## config.mk

```make
export PLATFORM = sky130hd
export DESIGN_NAME = ram_accum_reader
export DESIGN_NICKNAME = d
export VERILOG_FILES = /design/src/rtl/ram_accum_reader.sv
export SDC_FILE = /design/constraint.sdc
export NUM_CORES = 2
export LEC_CHECK = 0
export CAP_MARGIN = 15
export CORE_AREA = 10 10 602 604
export CTS_CLUSTER_SIZE = 28
export DETAILED_ROUTE_END_ITERATION = 16
export DIE_AREA = 0 0 612 614
export HOLD_SLACK_MARGIN = 0.02
export SYNTH_ARGS = -nofsm -noshare
export SYNTH_HDL_FRONTEND = slang
export SYNTH_SLANG_ARGS = --single-unit
```

## constraint.sdc

```tcl
create_clock -name clk -period 3.1 [get_ports clk]
set_input_delay 0.31 -clock clk [delete_from_list [all_inputs] [get_ports clk]]
set_output_delay 0.31 -clock clk [all_outputs]
set_load 0.05 [all_outputs]
```

## src/rtl/ram_accum_reader.sv

```systemverilog
// Initiator-side controller for the 64 x 512-bit RAM. It reads a run of consecutive
// words, adds them lane by lane, and writes the sum back to a destination word.
module ram_accum_reader #(
  parameter int DATA_W = 512,
  parameter int ADDR_W = 6,
  parameter int LANE_W = 32
) (
  input  logic              clk,
  input  logic              rst,
  input  logic              start,
  input  logic [ADDR_W-1:0] src_addr,
  input  logic [ADDR_W-1:0] dst_addr,
  input  logic [ADDR_W:0]   count,
  output logic              busy,
  output logic              done,
  output logic [DATA_W-1:0] result,
  output logic [ADDR_W-1:0] ram_addr,
  output logic              ram_we,
  output logic [DATA_W-1:0] ram_wdata,
  input  logic [DATA_W-1:0] ram_rdata
);

  localparam int LANES = DATA_W / LANE_W;

  typedef enum logic [2:0] {IDLE, READ, LAST, WRITE, DONE} state_t;

  state_t              state_q, state_d;
  logic [ADDR_W:0]     remain_q, remain_d;
  logic [ADDR_W-1:0]   dst_q, dst_d;
  logic                first_q, first_d;
  logic                zero_q, zero_d;
  logic [DATA_W-1:0]   acc_q, acc_d;
  logic [DATA_W-1:0]   sum_s;
  logic                busy_q, busy_d;
  logic                done_q, done_d;
  logic [DATA_W-1:0]   result_q, result_d;
  logic [ADDR_W-1:0]   ram_addr_q, ram_addr_d;
  logic                ram_we_q, ram_we_d;
  logic [DATA_W-1:0]   ram_wdata_q, ram_wdata_d;

  // Independent modular add per lane; carries never cross a lane boundary.
  function automatic logic [DATA_W-1:0] lane_add(input logic [DATA_W-1:0] a,
                                                 input logic [DATA_W-1:0] b);
    logic [DATA_W-1:0] s;
    s = '0;
    for (int k = 0; k < LANES; k++) begin
      s[k*LANE_W +: LANE_W] = a[k*LANE_W +: LANE_W] + b[k*LANE_W +: LANE_W];
    end
    return s;
  endfunction

  assign sum_s = lane_add(acc_q, ram_rdata);

  always_ff @(posedge clk) begin
    if (rst) begin
      state_q <= IDLE;
    end else begin
      state_q <= state_d;
    end
  end

  // A zero-length run lingers one extra cycle in DONE so done lands two cycles after start.
  always_comb begin
    state_d = state_q;
    case (state_q)
      IDLE: begin
        if (start) begin
          state_d = (count == (ADDR_W+1)'(0)) ? DONE : READ;
        end else begin
          state_d = IDLE;
        end
      end
      READ: begin
        if (remain_q == (ADDR_W+1)'(0)) begin
          state_d = LAST;
        end else begin
          state_d = READ;
        end
      end
      LAST:    state_d = WRITE;
      WRITE:   state_d = DONE;
      DONE:    state_d = zero_q ? DONE : IDLE;
      default: state_d = IDLE;
    endcase
  end

  always_comb begin
    remain_d    = remain_q;
    dst_d       = dst_q;
    first_d     = first_q;
    zero_d      = zero_q;
    acc_d       = acc_q;
    busy_d      = 1'b0;
    done_d      = 1'b0;
    result_d    = result_q;
    ram_addr_d  = '0;
    ram_we_d    = 1'b0;
    ram_wdata_d = ram_wdata_q;
    case (state_q)
      IDLE: begin
        if (start) begin
          if (count == (ADDR_W+1)'(0)) begin
            zero_d   = 1'b1;
            result_d = '0;
          end else begin
            acc_d      = '0;
            dst_d      = dst_addr;
            remain_d   = count - (ADDR_W+1)'(1);
            first_d    = 1'b1;
            ram_addr_d = src_addr;
            busy_d     = 1'b1;
          end
        end else begin
          zero_d = 1'b0;
        end
      end
      READ: begin
        busy_d  = 1'b1;
        first_d = 1'b0;
        if (!first_q) begin
          acc_d = sum_s;
        end else begin
          acc_d = acc_q;
        end
        if (remain_q != (ADDR_W+1)'(0)) begin
          ram_addr_d = ram_addr_q + ADDR_W'(1);
          remain_d   = remain_q - (ADDR_W+1)'(1);
        end else begin
          ram_addr_d = ram_addr_q;
        end
      end
      LAST: begin
        acc_d       = sum_s;
        busy_d      = 1'b1;
        ram_we_d    = 1'b1;
        ram_addr_d  = dst_q;
        ram_wdata_d = sum_s;
      end
      WRITE: begin
        result_d = acc_q;
        done_d   = 1'b1;
      end
      DONE: begin
        if (zero_q) begin
          zero_d = 1'b0;
          done_d = 1'b1;
        end else begin
          zero_d = 1'b0;
        end
      end
      default: begin
        zero_d = 1'b0;
      end
    endcase
  end

  always_ff @(posedge clk) begin
    if (rst) begin
      remain_q    <= '0;
      dst_q       <= '0;
      first_q     <= 1'b0;
      zero_q      <= 1'b0;
      acc_q       <= '0;
      busy_q      <= 1'b0;
      done_q      <= 1'b0;
      result_q    <= '0;
      ram_addr_q  <= '0;
      ram_we_q    <= 1'b0;
      ram_wdata_q <= '0;
    end else begin
      remain_q    <= remain_d;
      dst_q       <= dst_d;
      first_q     <= first_d;
      zero_q      <= zero_d;
      acc_q       <= acc_d;
      busy_q      <= busy_d;
      done_q      <= done_d;
      result_q    <= result_d;
      ram_addr_q  <= ram_addr_d;
      ram_we_q    <= ram_we_d;
      ram_wdata_q <= ram_wdata_d;
    end
  end

  assign busy      = busy_q;
  assign done      = done_q;
  assign result    = result_q;
  assign ram_addr  = ram_addr_q;
  assign ram_we    = ram_we_q;
  assign ram_wdata = ram_wdata_q;

endmodule
```

; ---- Yosys cells after proc, flatten, opt, wreduce, memory -nomap -nowiden
; Index checks and enable logic that the tools add are counted.
[classes]
muxes = 32
n_reduce_logical = 15
eq_ne = 10
bitwise = 2
add_sub_neg = 19
[ops]
columns = cell, count
row1 = $mux 512, 5
row2 = $pmux 512 s3, 1
row3 = $pmux 512 s2, 1
row4 = $add 32x32->32, 16
row5 = $mux 7, 3
row6 = $mux 6, 3
row7 = $pmux 6 s3, 1
row8 = $pmux 3 s5, 1
row9 = $logic_not 7->1, 2
row10 = $pmux 7 s2, 1
row11 = $sub 7x1->7 const B, 2
row12 = $ne 2x2->1 const B, 5
row13 = $mux 3, 3
row14 = $reduce_and 3->1, 3
row15 = $mux 1, 8
row16 = $pmux 1 s2, 4
row17 = $reduce_and 4->1, 2
row18 = $reduce_bool 7->1, 1
row19 = $add 6x1->6 const B, 1
row20 = $eq 3x2->1 const B, 2
row21 = $reduce_bool 2->1, 2
row22 = $eq 3x1->1 const B, 1
row23 = $eq 3x3->1 const B, 1
row24 = $logic_not 3->1, 1
row25 = other kinds (7), 8
[word_totals]
word_cells = 90
out_inout_bits = 1033
in_bits = 534
register_bits = 1563

; ---- Logic depth before layout (Yosys ltp)
[logic_depth]
word_depth = 4
mapped_depth = 13

; ---- Worst setup path after synthesis
; No wires, ideal clock.
[synth_timing]
path_type = input to register
startpoint = in ram_rdata[0]
endpoint = reg acc_q[30]
required_time_ps = 2983
path_slack_ps = -7
arrival_ps = 2990
stages = 12
cell_sequence = ha_1 > fa_1 > a21o_1 > a21oi_1 > o211a_1 > o31ai_1 > a21o_1 > a41oi_2 > a41oi_1 > and3_1 > or3_1 > a32o_1
[synth_via]
elab_chain_len = 3
[synth_lines]
columns = item, line
row1 = "start, declared", 20  ; input logic [DATA_W-1:0] ram_rdata
row2 = $add 32x32->32 *, 47  ; s[k*LANE_W +: LANE_W] = a[k*LANE_W +: LANE_W] + b[k*LANE_W +: LANE_W];
row3 = $mux 512, 120  ; if (!first_q) begin
row4 = $pmux 512 s3 *, 99  ; case (state_q)
row5 = "end signal, assigned", 163  ; acc_q <= '0;
row6 = "end signal, assigned", 175  ; acc_q <= acc_d;
row7 = "end, declared", 32  ; logic [DATA_W-1:0] acc_q, acc_d;
; Every way passes the cells marked *; elsewhere a longest branch is shown, timed or not. The select of a mux whose other input is x is not followed.
; A chain may end at the register's enable or synchronous reset.

; ---- Worst setup path after layout
[layout_timing]
startpoint = reg acc_q[480]
endpoint = reg ram_wdata_q[508] (netlist: ram_wdata[508])
[layout_via]
elab_chain_len = 1
[layout_lines]
columns = item, line
row1 = $add 32x32->32, 47
row2 = "end signal, assigned", 181  ; ram_wdata_q <= ram_wdata_d;
row3 = "end, declared", 39  ; logic [DATA_W-1:0] ram_wdata_q, ram_wdata_d;
; No other way between the ends.

==> flow_metrics.tcl <==
set metrics [dict create \
    p_leak_nw 46.0 \
    min_from "dst_addr[5]" \
    wl_met2_um 201000 \
    max_freq_mhz 315 \
    seqPwrFrac_pct 28.1 \
    finalCriticalPeriod_ns 3.17 \
    combPwrFrac_pct 45.7 \
    fin_util_pct 32.6 \
    avgSynthCellArea_um2 8.46 \
    met1_length_um 180000 \
    pwr-share-clk_pct 26.2 \
    reg2reg_depth 15 \
    finalSetupViolations 5 \
    antenna_left 0 \
    grt_max_degree 118 \
    cp-end-kind "flop" \
    rsz0062_at_grt "yes" \
    grt_pass1_wl_um 596000 \
    cts.clk_slew.worst_paths_ns 0.06 \
    synth-seq-area-share_pct 41.2 \
    hpwl_um 353000 \
    drive_gt1_share_pct 17.0 \
    yosysTopAreaCell "dfxtp_1" \
    finalHoldViolCount 0 \
    io_buffer_count 1566 \
    violations "setup timing" \
    peakVddDrop_v 0.000628 \
    crit_arrival_ns 3.97 \
    syn_inst 8987 \
    setup_slack_ns -0.0697 \
    ys_ff_latch 1563 \
    whs_path_depth 3 \
    cts_max_path_buffers 4 \
    worst_path_max_delay_cell "fa_2" \
    report.final.slew_viol_count 0 \
    design_power_total_w 0.0943 \
    cts_inserted_buffers 192 \
    r2r_setup_slack_ns -0.07 \
    outcome "finished, violations left" \
    yosys_warnings 0 \
    skew_ns 0.0598 \
    synth_edf_count 0 \
    die_area_um2 376000 \
    die_h_um 614 \
    max_stage_delay_ns 0.34 \
    syn_nets 10000 \
    cts_tree "built" \
    yosysTopAreaCellShare_pct 41.2 \
    antenna_found_initial 96 \
    yosys-top-cells-area "dfxtp_1, ha_1, a22oi_1" \
    wl_per_cell_um 27.1 \
    reg2reg_from "acc_q[480]$_SDFFE_PP0P_" \
    area_growth_syn_to_layout_pct 50.2 \
    cp_top_family "compound AO/OA/AOI/OAI gates" \
    grt_pass1_vias 75000 \
    avgViaCountPerCell 4.93 \
    final_nets 12400 \
    power.switching_w 0.0390 \
    path_buf_inv 2 \
    coreArea_um2 351000 \
    worst_pin_slew_ns 1.06 \
    drv_cap 0 \
    drt-initial-drc-count 7211 \
    cts_root_buffer "clkbuf_16" \
    netlist_area_um2 76000 \
    crit_type "flop to flop" \
    synthArstFlopShare_pct 0 \
    whs_endpoint "dst_q[5]$_SDFFE_PP0P_" \
    gp_congestion 0.979 \
    top_layer "met5" \
    clock_latency_ns 0.91 \
    worstPathRequired_ns 3.90 \
    min_path_type "input pin to flop" \
    boundaryPins 1567 \
    htree_levels 4 \
    cts.sinks 1563 \
    intPower_w 0.0553 \
    met3_length_um 35100 \
    route.detailed.drc 0 \
    die_x_um 612 \
    synthDistinctLibCells 96 \
    fin_crit_sh_pct 102 \
    wl_um 440000 \
    ys.flop_type "dfxtp_1" \
    drtPass1Iterations 6 \
    relSlewSlack_pct 29.0 \
    cp-start-kind "flop" \
    globalRouteTotalUtil_pct 21.8 \
    worst_r2r_endpoint "ram_wdata[508]$_SDFFE_PP0P_" \
    row_count 218 \
    critical_path.max_fanout 2 \
    cellPowerDensity_nw_per_um2 826 \
    p_sw_share_pct 41.3 \
    overflow 0 \
    dr_total_vias 79900 \
    initial_utilization_pct 21.7 \
    cp_cell_sequence "ha_4 -> fa_2 -> a21o_1 -> a21oi_4 -> o21ai_4 -> a2111oi_4 -> buf_4 -> o21ai_4 -> a2111oi_4 -> buf_4 -> nor2_2 -> a31oi_1 -> xnor2_1 -> nand2_1 -> a21oi_2" \
]
final cells by class:
type	count	area [um^2]
fillers	36900	237000
clock buffers	252	5380
well taps	4620	5780
inverters	126	478
multi-input cells	6730	44300
clock inverters	99	1410
flip-flops and latches	1563	31400
diodes	64	160
repair buffers	2750	25300
synth_stat cells, types with 61 or more instances:
cell and n:
xnor2_1 314, a31oi_1 65, a211oi_1 65, nand2_1 1172, dfxtp_1 1563, nor2_1 1080
a22oi_1 756, ha_1 498, nor3_1 82, o21ai_0 259, xor2_1 156, a21oi_1 904
clkbuf_1 523, nand3_1 113, a22o_1 216, inv_1 126, a21o_1 287, o21bai_1 61
cells by family (layout without fill, tap and decap cells):
family | count (synthesis) | in the layout | synth area share, %
adder cells (fa/ha/maj) | 514 | 514 | 8.62
AND/OR/NAND/NOR | 2779 | 2779 | 15.3
other | 0 | 64 | 0
multiplexers | 12 | 12 | 0.166
buffers and inverters | 694 | 3227 | 3.44
AO/OA/AOI/OAI | 2954 | 2954 | 25.9
XOR/XNOR | 471 | 471 | 5.44
flip-flops | 1563 | 1563 | 41.2
how the worst max path moves through the flow:
stage / from / end / slack [ns] / cells past startpoint
after floorplan: ram_rdata[384] / ram_wdata[412]$_SDFFE_PP0P_ / 0.04 / 12
after global placement: ram_rdata[481] / ram_wdata[509]$_SDFFE_PP0P_ / -1.00 / 16
after detailed placement: ram_rdata[481] / ram_wdata[509]$_SDFFE_PP0P_ / -0.94 / 16
after CTS: acc_q[480]$_SDFFE_PP0P_ / ram_wdata[508]$_SDFFE_PP0P_ / -0.18 / 15
after global routing: acc_q[480]$_SDFFE_PP0P_ / ram_wdata[508]$_SDFFE_PP0P_ / -0.19 / 15
final: acc_q[480]$_SDFFE_PP0P_ / ram_wdata[508]$_SDFFE_PP0P_ / -0.07 / 15
flip-flops by register name, indices dropped and copies added (netlist names):
register	flops
first_q	1
state_q	3
ram_wdata	512
done	1
acc_q	512
ram_we	1
dst_q	6
result	512
zero_q	1
ram_addr	6
remain_q	7
busy	1
placed cells by master, fill, tap and decap left out, types with 64 or more instances in the layout:
cell / count
xor2_1: 151
clkbuf_16: 193
a22oi_1: 756
buf_4: 1152
diode_2: 64
dfxtp_1: 1527
inv_1: 125
nand3_1: 111
ha_1: 464
clkdlybuf4s50_1: 1513
a21o_1: 285
nor2_1: 1074
xnor2_1: 291
a21oi_1: 846
nor3_1: 78
nand2_1: 1165
buf_12: 65
o21ai_0: 228
a22o_1: 216
routing by layer:
layer	global-route usage [%]	up-vias
met4	9.99	22
met1	26.8	39100
met3	5.96	687
met5	0	-
li1	-	37100
met2	35.6	3062
what timing repair did:
action                                  4_1_cts  5_1_grt
buffers inserted                             18       30
endpoints found under the setup margin      149      264
hold buffers                                  5        0
endpoints found under the hold margin       150        0
pin swaps                                    97      237
resized for setup                           124      328
power by group through the flow:
| stage | Combinational, W | Clock (W) | Sequential [W] |
|---|---|---|---|
| 2_1_floorplan | 0.0200 | 0 | 0.0286 |
| 3_5_place_dp | 0.0408 | 0 | 0.0268 |
| 3_3_place_gp | 0.0408 | 0 | 0.0268 |
| 4_1_cts | 0.0415 | 0.0251 | 0.0264 |
| 5_1_grt | 0.0462 | 0.0258 | 0.0268 |
| 6_report | 0.0431 | 0.0247 | 0.0265 |
per-stage QoR:
stage	hold WS, ns	instance area [um^2]	worst slack [ns]	instances	TNS [ns]
final	0.138	114000	-0.0697	16200	-0.139
after global routing	0.121	114000	-0.191	16200	-2.50
after CTS	0.0642	112000	-0.183	16100	-1.31
after detailed placement	0.446	105000	-0.939	15700	-182.14
after global placement	0.442	105000	-1.00	15700	-182.41
after floorplan	0.436	76000	0.0358	8987	0
tightest hold or removal path: cells and delay by family:
kind / cells / cell delay (ns)
buffers and inverters: 1 / 0.52
AND/OR/NAND/NOR: 1 / 0.10
AO/OA/AOI/OAI: 1 / 0.05
Power figures use the tool's default switching activity.
